`src/rtl/ring_osc_freq_meter_pkg.sv`:
```
// Shared types and constants for the ring-oscillator frequency meter.
package ring_osc_freq_meter_pkg;

  typedef enum logic [1:0] {
    IDLE = 2'd0,
    ARM  = 2'd1,
    GATE = 2'd2,
    DONE = 2'd3
  } state_e;

  // Settling cycles after start so the synchroniser pipeline is clean before gating.
  localparam int ARM_LEN = 2;

endpackage

```
`src/rtl/ring_osc_freq_meter_osc_sync_edge.sv`:
```
// Two-flop synchroniser followed by a rising-edge detector for one oscillator bit.
module osc_sync_edge (
  input  logic clk,
  input  logic rst_n,
  input  logic osc_i,
  output logic edge_o
);

  logic meta_q, sync_q, prev_q;

  always_ff @(posedge clk) begin
    if (!rst_n) begin
      meta_q <= 1'b0;
      sync_q <= 1'b0;
      prev_q <= 1'b0;
    end else begin
      meta_q <= osc_i;
      sync_q <= meta_q;
      prev_q <= sync_q;
    end
  end

  assign edge_o = sync_q & ~prev_q;

endmodule

```
`src/rtl/ring_osc_freq_meter.sv`:
```
// Gated edge counter: counts rising edges of one selected oscillator over a
// power-of-two window of clk cycles and reports a saturating result.
module ring_osc_freq_meter
  import ring_osc_freq_meter_pkg::*;
#(
  parameter int CHANNELS      = 4,
  parameter int CNT_W         = 16,
  parameter int MIN_GATE_LOG2 = 8,
  parameter int GATE_SEL_W    = 3,
  localparam int SEL_W        = (CHANNELS > 1) ? $clog2(CHANNELS) : 1
) (
  input  logic                  clk,
  input  logic                  rst_n,
  input  logic [CHANNELS-1:0]   osc_in,
  input  logic [SEL_W-1:0]      chan_sel,
  input  logic [GATE_SEL_W-1:0] gate_sel,
  input  logic                  start,
  output logic                  busy,
  output logic                  done,
  output logic [CNT_W-1:0]      count,
  output logic                  overflow,
  input  logic [1:0]            byte_sel,
  output logic [7:0]            byte_out
);

  localparam int TMR_W = MIN_GATE_LOG2 + (1 << GATE_SEL_W);
  localparam logic [TMR_W-1:0] TMR_ONE = {{(TMR_W-1){1'b0}}, 1'b1};
  localparam logic [CNT_W-1:0] CNT_ONE = {{(CNT_W-1){1'b0}}, 1'b1};

  logic [CHANNELS-1:0] edge_vec;

  for (genvar g = 0; g < CHANNELS; g++) begin : g_sync
    osc_sync_edge u_sync (
      .clk    (clk),
      .rst_n  (rst_n),
      .osc_i  (osc_in[g]),
      .edge_o (edge_vec[g])
    );
  end

  state_e                state_q, state_d;
  logic [SEL_W-1:0]      chan_q, chan_d;
  logic [GATE_SEL_W-1:0] gsel_q, gsel_d;
  logic [TMR_W-1:0]      tmr_q, tmr_d;
  logic [CNT_W-1:0]      wcnt_q, wcnt_d;
  logic                  pend_q, pend_d;
  logic [CNT_W-1:0]      count_q, count_d;
  logic                  ovf_q, ovf_d;
  logic                  done_q, done_d;

  logic             sel_edge;
  logic [TMR_W-1:0] gate_len_m1;

  assign sel_edge    = edge_vec[chan_q];
  assign gate_len_m1 = (TMR_ONE << (MIN_GATE_LOG2 + int'(gsel_q))) - TMR_ONE;

  always_comb begin
    state_d = state_q;
    chan_d  = chan_q;
    gsel_d  = gsel_q;
    tmr_d   = tmr_q;
    wcnt_d  = wcnt_q;
    pend_d  = pend_q;
    count_d = count_q;
    ovf_d   = ovf_q;
    done_d  = 1'b0;
    case (state_q)
      IDLE: begin
        if (start) begin
          state_d = ARM;
          chan_d  = (32'(chan_sel) >= CHANNELS) ? '0 : chan_sel;
          gsel_d  = gate_sel;
          wcnt_d  = '0;
          pend_d  = 1'b0;
          tmr_d   = TMR_W'(ARM_LEN - 1);
        end
      end
      ARM: begin
        if (tmr_q == '0) begin
          state_d = GATE;
          tmr_d   = gate_len_m1;
        end else begin
          tmr_d = tmr_q - TMR_ONE;
        end
      end
      GATE: begin
        if (sel_edge) begin
          if (&wcnt_q) pend_d = 1'b1;
          else         wcnt_d = wcnt_q + CNT_ONE;
        end
        if (tmr_q == '0) state_d = DONE;
        else             tmr_d   = tmr_q - TMR_ONE;
      end
      DONE: begin
        // Result registers and the done pulse update together on leaving DONE.
        count_d = wcnt_q;
        ovf_d   = pend_q;
        done_d  = 1'b1;
        state_d = IDLE;
      end
      default: state_d = IDLE;
    endcase
  end

  always_ff @(posedge clk) begin
    if (!rst_n) begin
      state_q <= IDLE;
      chan_q  <= '0;
      gsel_q  <= '0;
      tmr_q   <= '0;
      wcnt_q  <= '0;
      pend_q  <= 1'b0;
      count_q <= '0;
      ovf_q   <= 1'b0;
      done_q  <= 1'b0;
    end else begin
      state_q <= state_d;
      chan_q  <= chan_d;
      gsel_q  <= gsel_d;
      tmr_q   <= tmr_d;
      wcnt_q  <= wcnt_d;
      pend_q  <= pend_d;
      count_q <= count_d;
      ovf_q   <= ovf_d;
      done_q  <= done_d;
    end
  end

  logic [31:0] cnt_ext;
  assign cnt_ext  = 32'(count_q);
  assign byte_out = cnt_ext[{byte_sel, 3'b000} +: 8];

  assign busy     = (state_q != IDLE);
  assign done     = done_q;
  assign count    = count_q;
  assign overflow = ovf_q;

endmodule

```
`config.mk`:
```
export PLATFORM = sky130hd
export DESIGN_NAME = ring_osc_freq_meter
export DESIGN_NICKNAME = d
export VERILOG_FILES = /design/src/rtl/ring_osc_freq_meter_pkg.sv /design/src/rtl/ring_osc_freq_meter_osc_sync_edge.sv /design/src/rtl/ring_osc_freq_meter.sv
export SDC_FILE = /design/constraint.sdc
export NUM_CORES = 1
export LEC_CHECK = 0
export BUFFER_PORTS_ARGS = -buffer_cell sky130_fd_sc_hd__buf_2
export CELL_PAD_IN_SITES_DETAIL_PLACEMENT = 1
export CELL_PAD_IN_SITES_GLOBAL_PLACEMENT = 1
export CORE_MARGIN = 10
export CORE_UTILIZATION = 48
export CTS_CLUSTER_DIAMETER = 60
export CTS_CLUSTER_SIZE = 40
export DETAILED_ROUTE_END_ITERATION = 8
export PLACE_DENSITY_LB_ADDON = 0.1
export SLEW_MARGIN = 20
export SYNTH_ARGS = -nofsm -noshare
export SYNTH_HDL_FRONTEND = slang
export SYNTH_HIERARCHICAL = 1
export SYNTH_SLANG_ARGS = --single-unit
```
`constraint.sdc`:
```
create_clock -name clk -period 6 [get_ports clk]
set_input_delay 0.3 -clock clk [delete_from_list [all_inputs] [get_ports clk]]
set_output_delay 0.3 -clock clk [all_outputs]
set_load 0.1 [all_outputs]
```
# After elaboration in Yosys (flattened, before gate mapping)
# Index checks and enable logic that the tools add are counted.
[classes] bitwise=8 n_reduce_logical=11 n_shift=2 order_cmp=1 n_eq_ne=10 n_addsub=4 muxes=19
[ops] op="16-bit 2-to-1 mux" count=6
[ops] op="16-bit case mux with 3 select lines" count=1
[ops] op="16-bit case mux with 2 select lines" count=1
[ops] op="32-bit by 6-bit variable part select with 8-bit output" count=1
[ops] op="16-bit by 1-bit subtractor with 16-bit output, second input constant" count=2
[ops] op="16-bit by 1-bit adder with 16-bit output, second input constant" count=1
[ops] op="16-bit zero test" count=1
[ops] op="16-bit AND reduction" count=1
[ops] op="1-bit by 5-bit << shifter with 16-bit output, first input constant" count=1
[ops] op="2-bit inequality test, second input constant" count=7
[ops] op="2-bit case mux with 4 select lines" count=1
[ops] op="4-bit AND reduction" count=2
[ops] op="2-bit 2-to-1 mux" count=3
[ops] op="3-bit AND reduction" count=2
[ops] op="4-bit by 3-bit adder with 5-bit output, first input constant" count=1
[ops] op="1-bit 2-to-1 mux" count=5
[ops] op="1-bit AND" count=4
[ops] op="2-bit equality test, second input constant" count=2
[ops] op="1-bit NOT" count=4
[ops] op="2-bit nonzero test" count=2
[ops] op="2-bit by 3-bit less-than comparator with 1-bit output, second input constant" count=1
[ops] op="3-bit nonzero test" count=1
[ops] op="1-bit binary-select mux with 2-bit select" count=1
[ops] op="2-bit by 1-bit equality test with 1-bit output, second input constant" count=1
[ops] op="3 further kinds" count=3
[totals] in_bits=14 register_bits=70 wordCells=76 out_inout_bits=27

# Logic depth before layout (Yosys ltp)
[logic_depth] word_depth=6 mapped_depth=9 mapped_depth_nobuf=8

# Hierarchy
# The synthesis kept the hierarchy.
[by_module_without_submodules] module="ring_osc_freq_meter" seq_area_each_um2=1161.1 cells_per_inst=375 n_inst=1 area_each_um2=3229.3
[by_module_without_submodules] module="osc_sync_edge" seq_area_each_um2=60.1 cells_per_inst=7 n_inst=4 area_each_um2=92.6

# Least setup slack after synthesis
# Ideal clock, no wire load.
[synth_path] path_type="register -> output" startpoint="reg count_q[8] (netlist: count[8])" endpoint="out byte_out[0]" stages_incl_launch_ff=3 t_required_ns=5.700 t_arrival_ns=2.400 path_slack_ns=3.300 path_buffers=0 path_cell_list="dfxtp_1 mux2i_1 nor2_1"
[synth_between] elab_chain_cells=1
[synth_rtl] element="start: declaration" line_no="ring_osc_freq_meter.sv:47" rtl="logic [CNT_W-1:0] count_q, count_d;"
[synth_rtl] element="start signal: assignment" line_no="ring_osc_freq_meter.sv:123" rtl="count_q <= count_d;"
[synth_rtl] element="32-bit by 6-bit variable part select with 8-bit output" line_no="ring_osc_freq_meter.sv:131" rtl="assign byte_out = cnt_ext[{byte_sel, 3'b000} +: 8];"
[synth_rtl] element="end: declaration" line_no="ring_osc_freq_meter.sv:23" rtl="output logic [7:0] byte_out"
# No other way between the ends.

# Final worst setup path
[layout_path] startpoint="reg state_q[0]" endpoint="reg wcnt_q[8]"
[layout_between] elab_chain_cells=3 word_cells_on_any_way=8 cone_classes="4 x eq/ne; 1 x mux; 3 x reduce/logical"
[layout_rtl] element="start: declaration" line_no="ring_osc_freq_meter.sv:41" rtl="state_e state_q, state_d;"
[layout_rtl] element="start signal: assignment" line_no="ring_osc_freq_meter.sv:117" rtl="state_q <= state_d;"
[layout_rtl] element="2-bit equality test / 2-bit zero test (equally long branches)" line_no="ring_osc_freq_meter.sv:67" rtl="case (state_q)"
[layout_rtl] element="2-bit inequality test (no source line) / 2-bit nonzero test (equally long branches)"
[layout_rtl] element="4-bit AND reduction (no source line)"
[layout_rtl] element="end signal: assignment" line_no="ring_osc_freq_meter.sv:121" rtl="wcnt_q <= wcnt_d;"
[layout_rtl] element="end: declaration" line_no="ring_osc_freq_meter.sv:45" rtl="logic [CNT_W-1:0] wcnt_q, wcnt_d;"
# Several ways; a longest one is shown, not always the timed one.
# A chain may end at the register's enable or synchronous reset.

==> metrics <==
startpoint types flop; hold path depth 2; post-synthesis cell count ~400; clk_lat worst skew ~0.34 ns; Mapped Avg Cell Area 8.93 um2; Initial Util 0.494; Switch Pwr just under 0.0008 W; core footprint about 7300 um2; dominant cell type by area after synthesis dfxtp_1; setup violators final 0; most frequent cells after synthesis dfxtp_1 (70), nor2_1 (33), nand2_1 (27); GP Congestion 0.852; Critical Path Sink Type flop; setup TNS 0 ns; Fin Clk Skew just over 0.006 ns; Die W 107 um; Routed Antenna Nets 0; die area about 11000 um2; #FFs+latches synth 70; H-tree Lvls 3; Slew @ Worst Pin roughly 1 ns; Switching Share 0.444; CP max-delay cell nor4_2; sequential-to-total area share from yosys stat 0.389; mapped cell area 3600 um2; Placed Instances 523; Final nets 456; R2R depth 7; number of synthesized flops with an enable pin 0; CTS Buffer Depth 2; syn_nets 424; clk root buf clkbuf_8; share of the synthesized area in the top cell type 0.389; Leakage 1.51 nW; ys flop type dfxtp_1; top post-synthesis cells by area dfxtp_1 (39%), mux2i_1 (7.2%), nor2_1 (3.4%), xnor2_1 (3.4%), nor2b_1 (3.0%); top-count cell post-synth dfxtp_1; PwrDens around 440 nW/um2; combinational share of power 0.458; initial DRC count between 100 and 150; global-route wire length before repair about 16000 um; power share of the clock group 0.232; diode count 0; Worst-path clk slew 0.07 ns; R2R setup slack about 3.7 ns; Total Wirelength 9310 um; Setup CP Type flop to flop; total track usage 0.169; Setup Fix Bufs, Post-CTS 0; Die Ht 107 um; CP max FO 12; Worst Hold End g_sync[0].u_sync/meta_q; RSZ-0062 raised after global routing no; layout cells sized above 1 0.187; worst vdd ir 0.344 mV; CTS resizes 0; min cycle time layout 2.34 ns; hold_buf cts 0; Netlist cell types 65; CTS tree built; Buffers on Ports 40; WL/cell 17.3 um; total clock buffers created by CTS 9; async set-or-reset flop fraction in the synthesized netlist 0; Data arrival, critical path about 2.6 ns; final hold viol count 0; Critical Path Max Stage Delay 0.72 ns; status complete, no violations; DR pass1 iterations 4; reg2reg end wcnt_q[8]; max-slew violation count 0; Slew HR 0.320; area delta synth->final 12.1%; Pint 0.000994 W; Ys Warns 6; Sink Count 70; initial antenna violation count 0; Max Fclk 427 MHz; Post-route DRC 0; via count 3062; Avg Vias per Cell 5.69; vias in the first global route 3195; sequential share of power 0.310; number of max-cap violations 0; critical path required time 6.21 ns; crit share post-route 0.391; Hold Crit Class input pin to flop; hold_sp osc_in[0]; DPL Wire Length about 6900 um; IO Pins 41; Layout Cells excl Fill 538; largest net degree at the start of global routing 51; crit-path cells inv_1 > ha_1 > nand4_1 > nor4_2 > nor3_1 > xnor2_1 > nor2_1; # rows 31; total gr overflow 0; R2R Path Start state_q[0]
-- cell families after synthesis --
logic type      synth area share
compound gates             0.143
xor+xnor                  0.0389
fa+ha+maj                 0.0243
buf+inv                   0.0480
flops                      0.389
mux                       0.0817
simple gates               0.275
-- power groups by stage --
stage	registers (W)	clock network (W)	logic [W]
after global placement	0.000563	0	0.000786
final	0.000554	0.000413	0.000818
after CTS	0.000554	0.000422	0.000811
after global routing	0.000561	0.000447	0.000902
after detailed placement	0.000565	0	0.000801
after floorplan	0.000548	0	0.000649
-- per-stage QoR --
stage	util	power, W	setup WS (ns)	hold WS (ns)	cell area (um2)
finish	0.554	0.00179	3.66	0.164	4040
global route	0.554	0.00191	3.39	0.154	4040
CTS	0.553	0.00179	3.64	0.149	4030
detailed placement	0.524	0.00137	3.68	0.414	3820
global placement	0.524	0.00135	3.68	0.409	3820
floorplan	-	0.00120	3.30	0.406	3600
-- how the worst max path moves through the flow --
stage	startpoint	endpoint	slack (ns)	cells past startpoint
2_1_floorplan	count[8]	byte_out[0]	3.30	2
3_3_place_gp	state_q[0]	wcnt_q[3]	3.68	7
3_5_place_dp	state_q[0]	wcnt_q[8]	3.68	7
4_1_cts	state_q[0]	wcnt_q[9]	3.64	7
5_1_grt	state_q[0]	wcnt_q[8]	3.39	7
6_report	state_q[0]	wcnt_q[8]	3.66	7
-- final cells by class --
class / count / area [um2]
Clock buffer: 9 / 124
Tap cell: 99 / 124
Fill cell: 892 / 3260
Inverter: 19 / 71.3
Timing Repair Buffer: 40 / 200
Clock inverter: 6 / 86.3
Multi-Input combinational cell: 295 / 2030
Sequential cell: 70 / 1400
-- sequential cells by signal (all words and copies together) (netlist names) --
register,flops
chan_q,2
count,16
done,1
g_sync.u_sync/meta_q,4
g_sync.u_sync/prev_q,4
g_sync.u_sync/sync_q,4
gsel_q,3
overflow,1
pend_q,1
state_q,2
tmr_q,16
wcnt_q,16
-- critical path: cells and delay by family (launching register included) --
kind,cells,cell delay (ns)
XOR/XNOR,1,0.21
AND/OR/NAND/NOR,4,1.14
adder cells (fa/ha/maj),1,0.43
flip-flops,1,0.34
buffers and inverters,1,0.09
-- cells in the final DEF, fill, tap and decap left out, types with 3 or more instances in the layout --
master / netlist / routed
xnor2_1: 14 / 14
mux2i_1: 26 / 26
o21ai_1: 6 / 5
a21oi_1: 11 / 11
nor2b_4: 4 / 4
and3_1: 3 / 3
nor4_1: 10 / 10
nand2_1: 27 / 27
or2_2: 3 / 3
nand4_1: 9 / 9
o211ai_1: 4 / 4
inv_1: 19 / 19
clkbuf_8: 2 / 9
nor3_1: 16 / 16
a21oi_2: 3 / 3
ha_1: 7 / 7
a21boi_0: 5 / 5
nor2b_1: 17 / 17
and2_1: 15 / 15
nor2_1: 33 / 33
buf_2: 5 / 40
o21ai_0: 15 / 15
dfxtp_1: 70 / 70
nand3_1: 17 / 17
-- layer usage --
layer  vias to the layer above  part of all wire  wire length [um]  GRT usage
met5                         -                 0                 0          0
met4                         0             0.012               115     0.0561
met3                         9             0.060               558     0.0449
met2                        74              0.45              4160      0.258
met1                      1484              0.48              4480      0.226
li1                       1495                 -                 -          -
Power figures use the tool's default switching activity.
